$ cat config.mk
export PLATFORM = sky130hd
export DESIGN_NAME = adpll_cfg_ctrl
export DESIGN_NICKNAME = d
export VERILOG_FILES = /design/src/rtl/adpll_pkg.sv /design/src/rtl/adpll_sync_edge.sv /design/src/rtl/adpll_cfg_ctrl.sv
export SDC_FILE = /design/constraint.sdc
export NUM_CORES = 1
export LEC_CHECK = 0
export CAP_MARGIN = 20
export CORE_ASPECT_RATIO = 1.4
export CORE_MARGIN = 2
export CORE_UTILIZATION = 67
export CTS_CLUSTER_SIZE = 25
export DETAILED_ROUTE_END_ITERATION = 8
export DONT_BUFFER_PORTS = 1
export PLACE_DENSITY_LB_ADDON = 0.05
export SYNTH_ARGS = -nofsm -noshare
export SYNTH_HDL_FRONTEND = slang
export SYNTH_HIERARCHICAL = 1
export SYNTH_SLANG_ARGS = --single-unit
export TNS_END_PERCENT = 10
$ cat constraint.sdc
create_clock -name clk -period 3.9 [get_ports clk]
set_input_delay 1.17 -clock clk [delete_from_list [all_inputs] [get_ports clk]]
set_output_delay 1.17 -clock clk [all_outputs]
set_load 0.1 [all_outputs]
$ cat src/rtl/adpll_pkg.sv
// Shared widths, parameter-bank indices, reset defaults and FSM state type
// for the ADPLL configuration controller.
package adpll_pkg;

  localparam int PARAM_W = 5;
  localparam int SEL_W   = 3;
  localparam int NPARAM  = 8;

  typedef logic [PARAM_W-1:0] param_t;
  typedef logic [SEL_W-1:0]   sel_t;

  localparam sel_t P_KP         = 3'd0;
  localparam sel_t P_KI         = 3'd1;
  localparam sel_t P_DCO_OFFSET = 3'd2;
  localparam sel_t P_DIV_N      = 3'd3;
  localparam sel_t P_TDC_GAIN   = 3'd4;
  localparam sel_t P_LOCK_THR   = 3'd5;
  localparam sel_t P_LOCK_CNT   = 3'd6;
  localparam sel_t P_CTRL       = 3'd7;
  localparam sel_t P_LAST       = 3'd7;

  // Packed with entry 0 in the least significant slot, so PARAM_DEFAULT[i] is entry i.
  localparam param_t [NPARAM-1:0] PARAM_DEFAULT = {
    5'd0,   // CTRL
    5'd15,  // LOCK_CNT
    5'd2,   // LOCK_THR
    5'd1,   // TDC_GAIN
    5'd8,   // DIV_N
    5'd16,  // DCO_OFFSET
    5'd2,   // KI
    5'd4    // KP
  };

  typedef enum logic [2:0] {
    S_IDLE,
    S_WRITE,
    S_CLEAR,
    S_COMMIT,
    S_WAIT_LOW
  } state_e;

  // A zero divider ratio would stall the feedback divider, so it is stored as 1.
  function automatic param_t coerce_write(input sel_t sel, input param_t value);
    if (sel == P_DIV_N && value == '0) return param_t'(1);
    return value;
  endfunction

endpackage

$ cat src/rtl/adpll_sync_edge.sv
// Two-flop synchronizer for an asynchronous pad, plus a third flop to detect
// the rising edge of the synchronized level.
module adpll_sync_edge (
  input  logic clk,
  input  logic rst_n,
  input  logic d_i,
  output logic s2_o,
  output logic rise_o
);

  logic s1_q, s2_q, s3_q;

  // NOTE: sequential state uses non-blocking assignments so each flop samples
  // the previous value of its neighbour, forming a true shift chain.
  always_ff @(posedge clk or negedge rst_n) begin
    if (!rst_n) begin
      s1_q <= 1'b0;
      s2_q <= 1'b0;
      s3_q <= 1'b0;
    end else begin
      s1_q <= d_i;
      s2_q <= s1_q;
      s3_q <= s2_q;
    end
  end

  assign s2_o   = s2_q;
  assign rise_o = s2_q & ~s3_q;

endmodule

$ cat src/rtl/adpll_cfg_ctrl.sv
// ADPLL parameter-bank programming controller: synchronized clr/pgm pads,
// write/clear sequencing, loop freeze and commit pulse.
// Optional readback port enabled by defining ADPLL_CFG_READBACK_EN.
module adpll_cfg_ctrl
  import adpll_pkg::*;
(
  input  logic               clk,
  input  logic               rst_n,
  input  logic               clr,
  input  logic               pgm,
  input  logic [SEL_W-1:0]   param_sel,
  input  logic [PARAM_W-1:0] pgm_value,
  output logic [PARAM_W-1:0] kp,
  output logic [PARAM_W-1:0] ki,
  output logic [PARAM_W-1:0] dco_offset,
  output logic [PARAM_W-1:0] div_n,
  output logic [PARAM_W-1:0] tdc_gain,
  output logic [PARAM_W-1:0] lock_thr,
  output logic [PARAM_W-1:0] lock_cnt,
  output logic [PARAM_W-1:0] ctrl,
  output logic               loop_hold,
  output logic               cfg_update,
  output logic               cfg_busy
`ifdef ADPLL_CFG_READBACK_EN
  ,
  output logic [PARAM_W-1:0] rd_data
`endif
);

  logic clr_rise, clr_s2_unused;
  logic pgm_rise, pgm_s2;

  adpll_sync_edge u_sync_clr (
    .clk    (clk),
    .rst_n  (rst_n),
    .d_i    (clr),
    .s2_o   (clr_s2_unused),
    .rise_o (clr_rise)
  );

  adpll_sync_edge u_sync_pgm (
    .clk    (clk),
    .rst_n  (rst_n),
    .d_i    (pgm),
    .s2_o   (pgm_s2),
    .rise_o (pgm_rise)
  );

  state_e                  state_q, state_d;
  sel_t                    idx_q, idx_d;
  logic                    pend_q, pend_d;
  param_t [NPARAM-1:0]     bank_q;
  logic                    bank_we;
  sel_t                    bank_waddr;
  param_t                  bank_wdata;

  always_ff @(posedge clk or negedge rst_n) begin
    if (!rst_n) begin
      state_q <= S_IDLE;
      idx_q   <= '0;
      pend_q  <= 1'b0;
    end else begin
      state_q <= state_d;
      idx_q   <= idx_d;
      pend_q  <= pend_d;
    end
  end

  // NOTE: every signal gets a default before the case, so no path through the
  // block leaves one unassigned and no latch is inferred.
  always_comb begin
    state_d    = state_q;
    idx_d      = idx_q;
    pend_d     = pend_q;
    bank_we    = 1'b0;
    bank_waddr = param_sel;
    bank_wdata = coerce_write(param_sel, pgm_value);

    unique case (state_q)
      S_IDLE: begin
        if (clr_rise || pend_q) begin
          state_d = S_CLEAR;
          idx_d   = '0;
          pend_d  = 1'b0;
        end else if (pgm_rise) begin
          state_d = S_WRITE;
        end
      end
      S_WRITE: begin
        bank_we = 1'b1;
        state_d = S_COMMIT;
        if (clr_rise) pend_d = 1'b1;
      end
      S_CLEAR: begin
        // pgm_rise is deliberately ignored while defaults are restored.
        bank_we    = 1'b1;
        bank_waddr = idx_q;
        bank_wdata = PARAM_DEFAULT[idx_q];
        idx_d      = idx_q + 3'd1;
        if (idx_q == P_LAST) state_d = S_COMMIT;
        if (clr_rise) pend_d = 1'b1;
      end
      S_COMMIT: begin
        state_d = S_WAIT_LOW;
        if (clr_rise) pend_d = 1'b1;
      end
      S_WAIT_LOW: begin
        if (clr_rise || pend_q) begin
          state_d = S_CLEAR;
          idx_d   = '0;
          pend_d  = 1'b0;
        end else if (!pgm_s2) begin
          state_d = S_IDLE;
        end
      end
      default: state_d = S_IDLE;
    endcase
  end

  // NOTE: the bank is eight flop registers rather than a RAM macro, so it can
  // take an asynchronous reset straight to the defaults.
  always_ff @(posedge clk or negedge rst_n) begin
    if (!rst_n) begin
      bank_q <= PARAM_DEFAULT;
    end else if (bank_we) begin
      bank_q[bank_waddr] <= bank_wdata;
    end
  end

  assign kp         = bank_q[P_KP];
  assign ki         = bank_q[P_KI];
  assign dco_offset = bank_q[P_DCO_OFFSET];
  assign div_n      = bank_q[P_DIV_N];
  assign tdc_gain   = bank_q[P_TDC_GAIN];
  assign lock_thr   = bank_q[P_LOCK_THR];
  assign lock_cnt   = bank_q[P_LOCK_CNT];
  assign ctrl       = bank_q[P_CTRL];

  assign loop_hold  = (state_q == S_WRITE) || (state_q == S_CLEAR) || (state_q == S_COMMIT);
  assign cfg_update = (state_q == S_COMMIT);
  assign cfg_busy   = (state_q != S_IDLE);

`ifdef ADPLL_CFG_READBACK_EN
  param_t rd_q;

  always_ff @(posedge clk or negedge rst_n) begin
    if (!rst_n) begin
      rd_q <= PARAM_DEFAULT[P_KP];
    end else begin
      rd_q <= bank_q[param_sel];
    end
  end

  assign rd_data = rd_q;
`endif

endmodule

==> run_results.csv <==
group,metric,value,unit
outcome,outcome,"finished, final reports clean",
cts,root_buffer,"sky130_fd_sc_hd__clkbuf_8",
routing,drt-total-wl,4.39,mm
critical_path,path_class,"reg -> out",
critical_path,crit_path_end_kind,"primary output",
floorplanning,num_rows,25,
final_layout,finish.net_count,196,
synthesis,synth_adder_area_share,2.64,%
global_routing,grt-ovfl-total,0,
synthesis,synthMostInstantiatedCell,"sky130_fd_sc_hd__dfrtp_1",
global_routing,largest_net_degree_at_the_start_of_global_routing,54,
synthesis,post_synth_and_or_nand_nor_area_fraction,11.2,%
cts,cts_inserted_buffers,5,
synthesis,synth_top_flop_cell,"sky130_fd_sc_hd__dfrtp_1",
final_layout,final.fill_count,236,
critical_path,cp_data_arrival_time,1.72,ns
global_routing,first_global_vias,1333,
synthesis,synth_top_cells_by_area,"sky130_fd_sc_hd__dfrtp_1, sky130_fd_sc_hd__mux2_2, sky130_fd_sc_hd__dfstp_2, sky130_fd_sc_hd__ha_1, sky130_fd_sc_hd__mux2i_1",
global_routing,grt_pass1_wl,6.82,mm
cts,htree_levels,2,
floorplanning,initial_utilization,70.1,%
synthesis,ys_seq_area_share,56.5,%
synthesis,yosys_reg_bits,53,
synthesis,ys.warnings.count,6,
critical_path,critPathSlowestCell,"sky130_fd_sc_hd__nand2_1",
cts,post-cts-setup-buffers,0,
timing,unrepaired_setup_endpoints_after_global_routing,"no",
cts,cts_repair_resize_count,0,
global_routing,grt.total_usage,24.4,%
timing,final-max-slew-violation-count,0,
floorplanning,dieArea,0.00404,mm^2
critical_path,timing.critical_path.fanout_max,9,
placed_design,portBuffers,0,
final_layout,post_route_cells_drive_above_1_share,40.6,%
timing,tightest_slew,0.923,ns
routing,viasPerCell,6.08,
timing,fin_setup_tns,0,ns
synthesis,ys_types,34,
routing,drc,0,
synthesis,number_of_enable_type_register_cells_in_the_synthesized_netlist,0,
routing,route.detailed.wl_per_inst,19.9,um
synthesis,commonest_cells_in_the_synthesized_netlist,"sky130_fd_sc_hd__dfrtp_1, sky130_fd_sc_hd__mux2_2, sky130_fd_sc_hd__nand2_1, sky130_fd_sc_hd__dfstp_2, sky130_fd_sc_hd__nor2_1",
floorplanning,core-area,0.00338,mm^2
cts,tritoncts,"done",
timing,fmax,0.346,GHz
routing,drtPass1Iterations,4,
final_layout,final_area,0.00249,mm^2
cts,numClockSinks,53,
critical_path,timing.critical_path.cells,"inv_1 -> nand2_1",
synthesis,synth_top_family_by_area,"multiplexers",
cts,cts.hold.buffers_added,0,
floorplanning,boundaryPins,55,
placed_design,hpwlAfterDp,3.21,mm
final_layout,area.growth.synth_to_final,5.23,%
cts,clk_pin_slew_worst_paths,0.09,ns
cts,max-clock-path-buffers,2,
critical_path,crit_required,2.73,ns
routing,dr_total_vias,1338,
timing,hold_ws,0.361,ns
synthesis,syn-num-nets,192,
synthesis,yosys.area_share.xor_xnor,0,%
timing,finalCritPeriodShare,74.2,%
synthesis,synth.avg_cell_area,13.5,um^2
placed_design,post-place-cells,211,
timing,post-route-min-period,2.89,ns
cts,clock_network_latency_to_the_later_pin_of_the_worst_skew_pair,0.30,ns
placed_design,postPlaceCellArea,0.00239,mm^2
timing,setup_viol_count_final,0,
floorplanning,width_of_the_die,54.3,um
final_layout,final_cells,220,
synthesis,asyncSetResetFlopFracSynth,100,%
critical_path,start_kind,"flop",
synthesis,netlist_area,0.00237,mm^2
timing,worst_slew_margin,38.5,%
global_routing,grt_antenna_before_repair,0,
synthesis,netlist_instances,175,
final_layout,multi_input_gate_area,972,um^2
floorplanning,die_height,74.4,um
final_layout,num_antenna_cells,0,
synthesis,synth_top_cell_by_area,"sky130_fd_sc_hd__dfrtp_1",
synthesis,synth_top_area_share,45.4,%
synthesis,fraction_of_the_mapped_netlist_area_in_compound_gates,4.96,%
job,max_cap_violations,0,
routing,postRouteAntennaNets,0,
worst_hold_path,min-delay-path-class,"reg -> reg",
timing,hold_viol_final,0,
critical_path,cpPeakStageDelay,0.69,ns
final_layout,sequential_cell_area,0.00134,mm^2
routing,detailedRoute.firstIterationViolations,12,
placed_design,placer_congestion_estimate,0.820,
synthesis,synth.area.mux_share,22.1,%
timing,fin_worst_skew,0.00519,ns
[cells in the final DEF (no fill, tap or decap), drive strengths merged]
cell type and count:
mux2 40, clkinv 3, inv 4, nor3 2, nor3b 1, nand2 15, a211o 1, ha 5
dfstp 10, nor4bb 1, dfrtp 43, and3 1, o21a 1, nor2 10, nor2b 4, a22o 2
nand2b 4, a21oi 7, nand3b 4, or3b 2, mux2i 7, a41o 1, clkbuf 5, a211oi 1
buf 3, o21ai 2, a31oi 1
[per-stage QoR]
| stage | utilization, % | worst slack (ns) |
|---|---|---|
| after floorplan | - | 0.943 |
| after global placement | 70.8 | 1.31 |
| after detailed placement | 70.8 | 1.24 |
| after CTS | 73.5 | 1.01 |
| after global routing | 73.8 | 0.901 |
| final | 73.8 | 1.01 |
[sequential cells by signal (all words and copies together) (netlist names), 3 cells and up]
register	cells
tdc_gain	5
lock_cnt	5
idx_q	3
ctrl	5
kp	5
ki	5
div_n	5
state_q	3
lock_thr	5
dco_offset	5
[critical path: cells and delay by family (launching register included)]
kind / cells / cell delay [ns]
buffers and inverters: 1 / 0.15
and+or+nand+nor: 1 / 0.69
DFF: 1 / 0.58
[cell type report]
| class | count | share of cell area (%) |
|---|---|---|
| inverters | 4 | 0.602 |
| well taps | 40 | 2.01 |
| repair buffers | 3 | 1.05 |
| multi-input cells | 112 | 39.0 |
| flip-flops and latches | 53 | 53.7 |
| clock buffers | 5 | 2.76 |
| clock inverters | 3 | 0.903 |
[worst paths after layout]
path	from	to	slack, ns	cells after the start
setup / recovery	state_q[2]$_DFFE_PN0P_	cfg_busy	1.01	2
setup reg to reg	state_q[2]$_DFFE_PN0P_	div_n[1]$_DFFE_PN0P_	1.75	5
hold / removal	u_sync_pgm/s1_q$_DFF_PN0_	u_sync_pgm/s2_o$_DFF_PN0_	0.36	0
min in group asynchronous	rst_n	state_q[0]$_DFFE_PN0P_	0.55	0
max in group asynchronous	rst_n	ki[1]$_DFFE_PN1P_	3.17	0
hold reg to reg	u_sync_pgm/s1_q$_DFF_PN0_	u_sync_pgm/s2_o$_DFF_PN0_	0.36	0
[routing by layer]
| layer | vias to the layer above | wire length, um | track usage [%] |
|---|---|---|---|
| met5 | - | 0 | 0 |
| met4 | 0 | 98 | 10.3 |
| met3 | 8 | 247 | 7.43 |
| met2 | 40 | 2330 | 39.4 |
| met1 | 676 | 1710 | 30.1 |
| li1 | 614 | - | - |
[logic make-up (layout without fill, tap and decap cells)]
kind of cell,Yosys count,in the layout
compound gates,16,16
fa+ha+maj,5,5
simple gates,44,44
buf+inv,10,15
flops,53,53
mux,47,47
Power is left out: the tool's default activity adds up to more than one toggle a clock period on the data nets, which glitch-free logic cannot reach.
